===== src/rtl/io_line_fill_dma.sv =====
// IO-mapped line fill engine: writes whole 4-word SDRAM lines with a constant
// or incrementing 16-bit pattern, then flags done and optionally interrupts.
module io_line_fill_dma #(
  parameter int ADDR_W          = 24,
  parameter int LINE_WORDS_LOG2 = 2
) (
  input  logic              clk,
  input  logic              rst,
  input  logic              ce,
  input  logic              wren,
  input  logic [2:0]        addr,
  input  logic [7:0]        from_cpu,
  output logic [7:0]        to_cpu,
  output logic              dma_int,
  output logic              mem_req,
  output logic              mem_wren,
  output logic [ADDR_W-1:0] mem_address,
  input  logic [1:0]        mem_offset,
  input  logic              mem_ready,
  output logic [15:0]       to_mem
);

  localparam int LINE_WORDS = 1 << LINE_WORDS_LOG2;

  typedef enum logic [1:0] {S_IDLE, S_REQ, S_NEXT, S_DONE} state_t;

  state_t             state;
  logic [ADDR_W-1:0]  start_addr;
  logic [ADDR_W-1:0]  work_addr;
  logic [7:0]         count;
  logic [7:0]         remaining;
  logic [15:0]        fill;
  logic [15:0]        word_cnt;
  logic               mode;
  logic               int_en;
  logic               done;
  logic               busy;
  logic [7:0]         rd_mux;
  logic               wr;
  logic               ctrl_wr;
  logic [15:0]        line_base;

  assign wr      = ce & wren;
  assign ctrl_wr = wr && (addr == 3'd6);

  assign mem_address = {work_addr[ADDR_W-1:LINE_WORDS_LOG2], {LINE_WORDS_LOG2{1'b0}}};
  assign dma_int     = done & int_en;

  // word_cnt advances per accepted beat; its line-aligned part is the
  // count of words in completed lines, mem_offset supplies the rest.
  assign line_base = {word_cnt[15:LINE_WORDS_LOG2], {LINE_WORDS_LOG2{1'b0}}};
  assign to_mem    = mode ? (fill + line_base + 16'(mem_offset)) : fill;

  always_comb begin
    rd_mux = 8'h00;
    case (addr)
      3'd0: rd_mux = start_addr[7:0];
      3'd1: rd_mux = start_addr[15:8];
      3'd2: rd_mux = start_addr[23:16];
      3'd3: rd_mux = count;
      3'd4: rd_mux = fill[7:0];
      3'd5: rd_mux = fill[15:8];
      3'd6: rd_mux = {5'b0, int_en, busy, done};
      3'd7: rd_mux = remaining;
      default: rd_mux = 8'h00;
    endcase
  end

  always_ff @(posedge clk or posedge rst) begin
    if (rst) begin
      state      <= S_IDLE;
      start_addr <= '0;
      work_addr  <= '0;
      count      <= 8'h00;
      remaining  <= 8'h00;
      fill       <= 16'h0000;
      word_cnt   <= 16'h0000;
      mode       <= 1'b0;
      int_en     <= 1'b0;
      done       <= 1'b0;
      busy       <= 1'b0;
      mem_req    <= 1'b0;
      mem_wren   <= 1'b0;
      to_cpu     <= 8'h00;
    end else begin
      to_cpu <= rd_mux;

      if (wr && !busy) begin
        case (addr)
          3'd0: start_addr[7:0]   <= from_cpu;
          3'd1: start_addr[15:8]  <= from_cpu;
          3'd2: start_addr[23:16] <= from_cpu;
          3'd3: count             <= from_cpu;
          3'd4: fill[7:0]         <= from_cpu;
          3'd5: fill[15:8]        <= from_cpu;
          default: ;
        endcase
      end

      if (ctrl_wr) begin
        int_en <= from_cpu[2];
        done   <= 1'b0;
        if (!busy) mode <= from_cpu[1];
      end

      case (state)
        S_IDLE: begin
          if (ctrl_wr && from_cpu[0]) begin
            if (count != 8'h00) begin
              work_addr <= start_addr;
              remaining <= count;
              word_cnt  <= 16'h0000;
              busy      <= 1'b1;
              mem_req   <= 1'b1;
              mem_wren  <= 1'b1;
              state     <= S_REQ;
            end else begin
              done <= 1'b1;
            end
          end
        end
        S_REQ: begin
          if (mem_ready) begin
            word_cnt <= word_cnt + 16'd1;
            if (&mem_offset) begin
              mem_req  <= 1'b0;
              mem_wren <= 1'b0;
              state    <= S_NEXT;
            end
          end
        end
        S_NEXT: begin
          // Always one request-free cycle here so the controller can arbitrate.
          remaining <= remaining - 8'd1;
          work_addr <= work_addr + ADDR_W'(LINE_WORDS);
          if (remaining == 8'd1) begin
            state <= S_DONE;
          end else begin
            mem_req  <= 1'b1;
            mem_wren <= 1'b1;
            state    <= S_REQ;
          end
        end
        S_DONE: begin
          busy  <= 1'b0;
          if (!ctrl_wr) done <= 1'b1;
          state <= S_IDLE;
        end
        default: state <= S_IDLE;
      endcase
    end
  end

endmodule

===== config.mk =====
export PLATFORM = sky130hd
export DESIGN_NAME = io_line_fill_dma
export DESIGN_NICKNAME = d
export VERILOG_FILES = /design/src/rtl/io_line_fill_dma.sv
export SDC_FILE = /design/constraint.sdc
export NUM_CORES = 1
export LEC_CHECK = 0
export BUFFER_PORTS_ARGS = -buffer_cell sky130_fd_sc_hd__buf_2
export CORE_ASPECT_RATIO = 1.4
export CORE_UTILIZATION = 60
export CTS_CLUSTER_SIZE = 14
export DETAILED_ROUTE_END_ITERATION = 10
export GPL_TIMING_DRIVEN = 1
export PLACE_DENSITY_LB_ADDON = 0.2
export SLEW_MARGIN = 20
export SYNTH_ARGS = -nofsm -noshare
export SYNTH_HDL_FRONTEND = slang
export SYNTH_SLANG_ARGS = --single-unit

===== constraint.sdc =====
create_clock -name clk -period 6.4 [get_ports clk]
set_input_delay 0.32 -clock clk [delete_from_list [all_inputs] [get_ports clk]]
set_output_delay 0.32 -clock clk [all_outputs]
set_load 0.02 [all_outputs]

# Word-level counts from Yosys, hierarchy flattened
# Index checks and enable logic that the tools add are counted.
# W data, S select, Z words.
# totals
reg_bits,111
inputBits,18
out_inout_bits,51
wordCells,94
# op_classes
addsub,5
n_eq_ne,16
n_mux,30
bitwise,3
reduce_logical,24
# ops
cell,n
$mux W16,4
$pmux W8 S8,1
$mux W24,2
$pmux W24 S2,1
$pmux W16 S2,1
$add A24 B3 Y24 const B,1
$add A16 B1 Y16 const B,1
$add A16 B16 Y16,1
$add A16 B2 Y16,1
$mux W8,2
$pmux W8 S2,1
$reduce_and A2 Y1,8
$eq A3 B3 Y1 const B,4
$mux W2,5
$ne A2 B2 Y1 const B,5
$mux W1,9
$eq A8 B1 Y1 const B,1
$pmux W2 S4,1
$reduce_and A4 Y1,2
$reduce_bool A8 Y1,1
$sub A8 B1 Y8 const B,1
$eq A3 B2 Y1 const B,2
$reduce_and A3 Y1,2
$reduce_and A6 Y1,1
other kinds (13),20

# Longest topological paths before layout
# depth
depth_word,6
ltp_mapped,9
mapped_depth_nobuf,8

# Worst setup path before layout
# No wires, ideal clock.
# synth_timing
kind,reg-to-output
startpoint,register fill[0]
endpoint,output port to_mem[14]
arrival_ps,2388
slack_ps,3692
path_stages_with_launch,9
path_buffers,0
path_cell_list,dfrtp_1 > ha_1 > fa_1 > a21o_1 > a211o_1 > a21o_1 > a221oi_1 > xnor2_1 > mux2i_1
# synth_between
elab_chain_len,3
# synth_lines
element,line,source
from (decl),32,logic [15:0] fill;
from (signal assigned),94,3'd4: fill[7:0] <= from_cpu;
$add A16 B16 Y16,52,assign to_mem = mode ? (fill + line_base + 16'(mem_offset)) : fill;
$add A16 B2 Y16,52,
$mux W16,52,
to (decl),20,output logic [15:0] to_mem
# No other way between the ends.

# Worst setup path after layout
# layout_timing
startpoint,register fill[1]
endpoint,output port to_mem[13]
# The elaborated chain is that of the path after synthesis.

==> results.tsv <==
metric	value	unit
status	finished clean	
worst hold path type	in -> async	
PostCTS Resize Cnt	0	
post-route ant nets	0	
period utilization	0.5003	
PD cells	421.9	nW/um2
Yosys cell types	61	
gate count of the mapped netlist	690	
Most used DFF post-synth	dfrtp_1	
async set-or-reset flop fraction in the synthesized netlist	1.000	
Worst setup SP type	register	
post-DP HPWL	13020	um
clock sink count	109	
Slew HR	0.2563	
Total GRT Usage	0.3221	
Worst path slowest cell	dfrtp_1	
first-pass GRT wire length	28590	um
Max FO, Critical Path	5	
Synth Register Bits	109	
peak supply drop	0.1906	mV
Routed met2 length	9285	um
Max Freq	312.3	MHz
Die ar.	11290	um2
Layout area overhead	11.21	%
Mean Syn Cell Area	9.449	um2
mapped cell area	6520	um2
unrepaired setup endpoints after global routing	false	
final core utilization	0.6932	
CTS tree	yes	
vias per cell	6.478	
Root Driver	clkbuf_16	
fin nets	781	
Yosys Warn Count	0	
Max Root-Sink Buffers	2	
core region area	10460	um2
share of the synthesized area in the top cell type	0.4183	
Die Width	90.10	um
row cnt	44	
max-slew violations	0	
vias in the first global route	5511	
Clock Latency Late Sink	350	ps
# IOs	69	
clock-pin transition on the worst setup and hold timing paths	70	ps
max-cap violation count	0	
Fin. Hold Viols	0	
largest net degree at the start of global routing	84	
Starting Density	0.6233	
Placer Congestion	0.9563	
DR WL met3	755	um
Top Family by Delay on Critical Path	compound AO/OA/AOI/OAI gates	
top cells by area, synth	dfrtp_1 42%, mux2_2 11%, a21oi_1 5.8%, ha_1 4.6%, o21ai_0 3.9%	
sequential element share of the synthesized area	0.4183	
Post-synth EDFFs	0	
top layer in use	met4	
drt drc	0	
H-tree depth	3	
area leader, netlist	dfrtp_1	
CP bufs+invs	1	
Setup Buffers After CTS	0	
initial antenna violation count	0	
gr ovfl total	0	
Final setup viols	0	
chip height	125.3	um
worst path arrival time	2880	ps
Met1 Routed Length	6657	um
Pre-antenna DRT Iters	5	
Vias	5707	
ANT cells	0	
Fillers	836	
initial DRC count	456	
post-route setup TNS	0	ps
count leader, synth	dfrtp_1	
Clock Skew	6.682	ps
share of layout cells above drive strength 1	0.2140	
CP max stage delay	450	ps
Tmin final	3202	ps
most frequent cells after synthesis	109 x dfrtp_1, 75 x a21oi_1, 65 x mux2_2	
final wirelength	17630	um
WL per Instance	20.02	um
worst path cell trace	ha_1 -> a211oi_1 -> o21ai_0 -> nand3b_1 -> a21oi_1 -> or3_1 -> a31o_2 -> buf_2	
Crit Path Category	reg -> out	
Worst Path Required	6080	ps
IO Port Bufs	66	
Pleak	0.003175	uW
CTS Hold Bufs	0	
TritonCTS Buffers	9	
Worst-Margin Slew	1106	ps
Worst setup EP type	primary output	
-- kinds of logic after synthesis --
family | synth area share
simple gates | 0.1558
other cells | 0.0005752
flops | 0.4183
compound gates | 0.1892
mux | 0.1330
xor+xnor | 0.01746
fa+ha+maj | 0.04913
buf+inv | 0.03646
-- cells in the final DEF, fill, tap and decap left out, types with 3 or more instances in the layout --
cell / count
a211oi_1: 5
a21o_1: 7
a21oi_1: 75
a221oi_1: 4
a31oi_1: 4
and2_1: 7
and3_1: 4
and4_1: 5
buf_2: 66
buf_4: 3
bufinv_16: 3
clkbuf_16: 9
dfrtp_1: 109
ha_1: 23
inv_1: 21
mux2_2: 65
mux2i_1: 9
nand2_1: 62
nand2b_1: 5
nand3_1: 36
nand4_1: 11
nor2_1: 40
nor3_1: 6
nor4_1: 3
o21a_1: 8
o21ai_0: 51
o22a_1: 3
o22ai_1: 20
o31ai_1: 4
o32ai_1: 4
or3_1: 14
xnor2_1: 7
xor2_1: 6
-- final cells by class --
| class | instances | area (um2) | area share |
|---|---|---|---|
| clock buffers | 10 | 229.0 | 0.03158 |
| clock inverters | 6 | 111.4 | 0.01536 |
| inverters | 24 | 92.59 | 0.01277 |
| multi-input cells | 525 | 3565 | 0.4916 |
| flip-flops and latches | 109 | 2728 | 0.3762 |
| well taps | 138 | 172.7 | 0.02381 |
| repair buffers | 69 | 352.8 | 0.04866 |
-- sequential cells by signal, summed over array words and instances, names as in the netlist --
name and count:
done 1, mem_wren 1, state 2, start_addr 24, work_addr 22, int_en 1, busy 1, word_cnt 16
to_cpu 8, remaining 8, count 8, fill 16, mode 1
-- report_power, final --
group	switching (uW)	internal [uW]	total, uW
combinational	755	501	1260
sequential	269	906	1170
clock	246	383	629
-- metal layers --
metal / GRT usage / vias up
met5: 0 / -
met4: 0.1907 / 0
met3: 0.03832 / 68
met2: 0.5689 / 231
met1: 0.3743 / 2773
li1: - / 2635
-- stage by stage --
stage	setup WS [ps]	total power (uW)	cells	cell area (um2)	hold WS (ps)
2_1_floorplan	3206	2032	691	6524	470.5
3_3_place_gp	3580	2370	865	6910	443.9
3_5_place_dp	3548	2423	865	6910	449.4
4_1_cts	3210	3057	881	7251	80.72
5_1_grt	3047	3248	881	7251	120.8
6_report	3198	3059	881	7251	59.12
-- path summary, 6_finish.rpt --
kind	slack, ps	startpoint	endpoint	cells after the start
worst max-delay path	3200	fill[1]	to_mem[13]	8
worst min-delay path	60	rst	fill[7]	2
worst max register to register	3620	state[0]	word_cnt[6]	7
worst min register to register	520	work_addr[10]	work_addr[10]	1
max in group asynchronous	5180	rst	remaining[1]	3
min in group clk	310	from_cpu[3]	start_addr[19]	2
(Power assumes the default switching activity.)
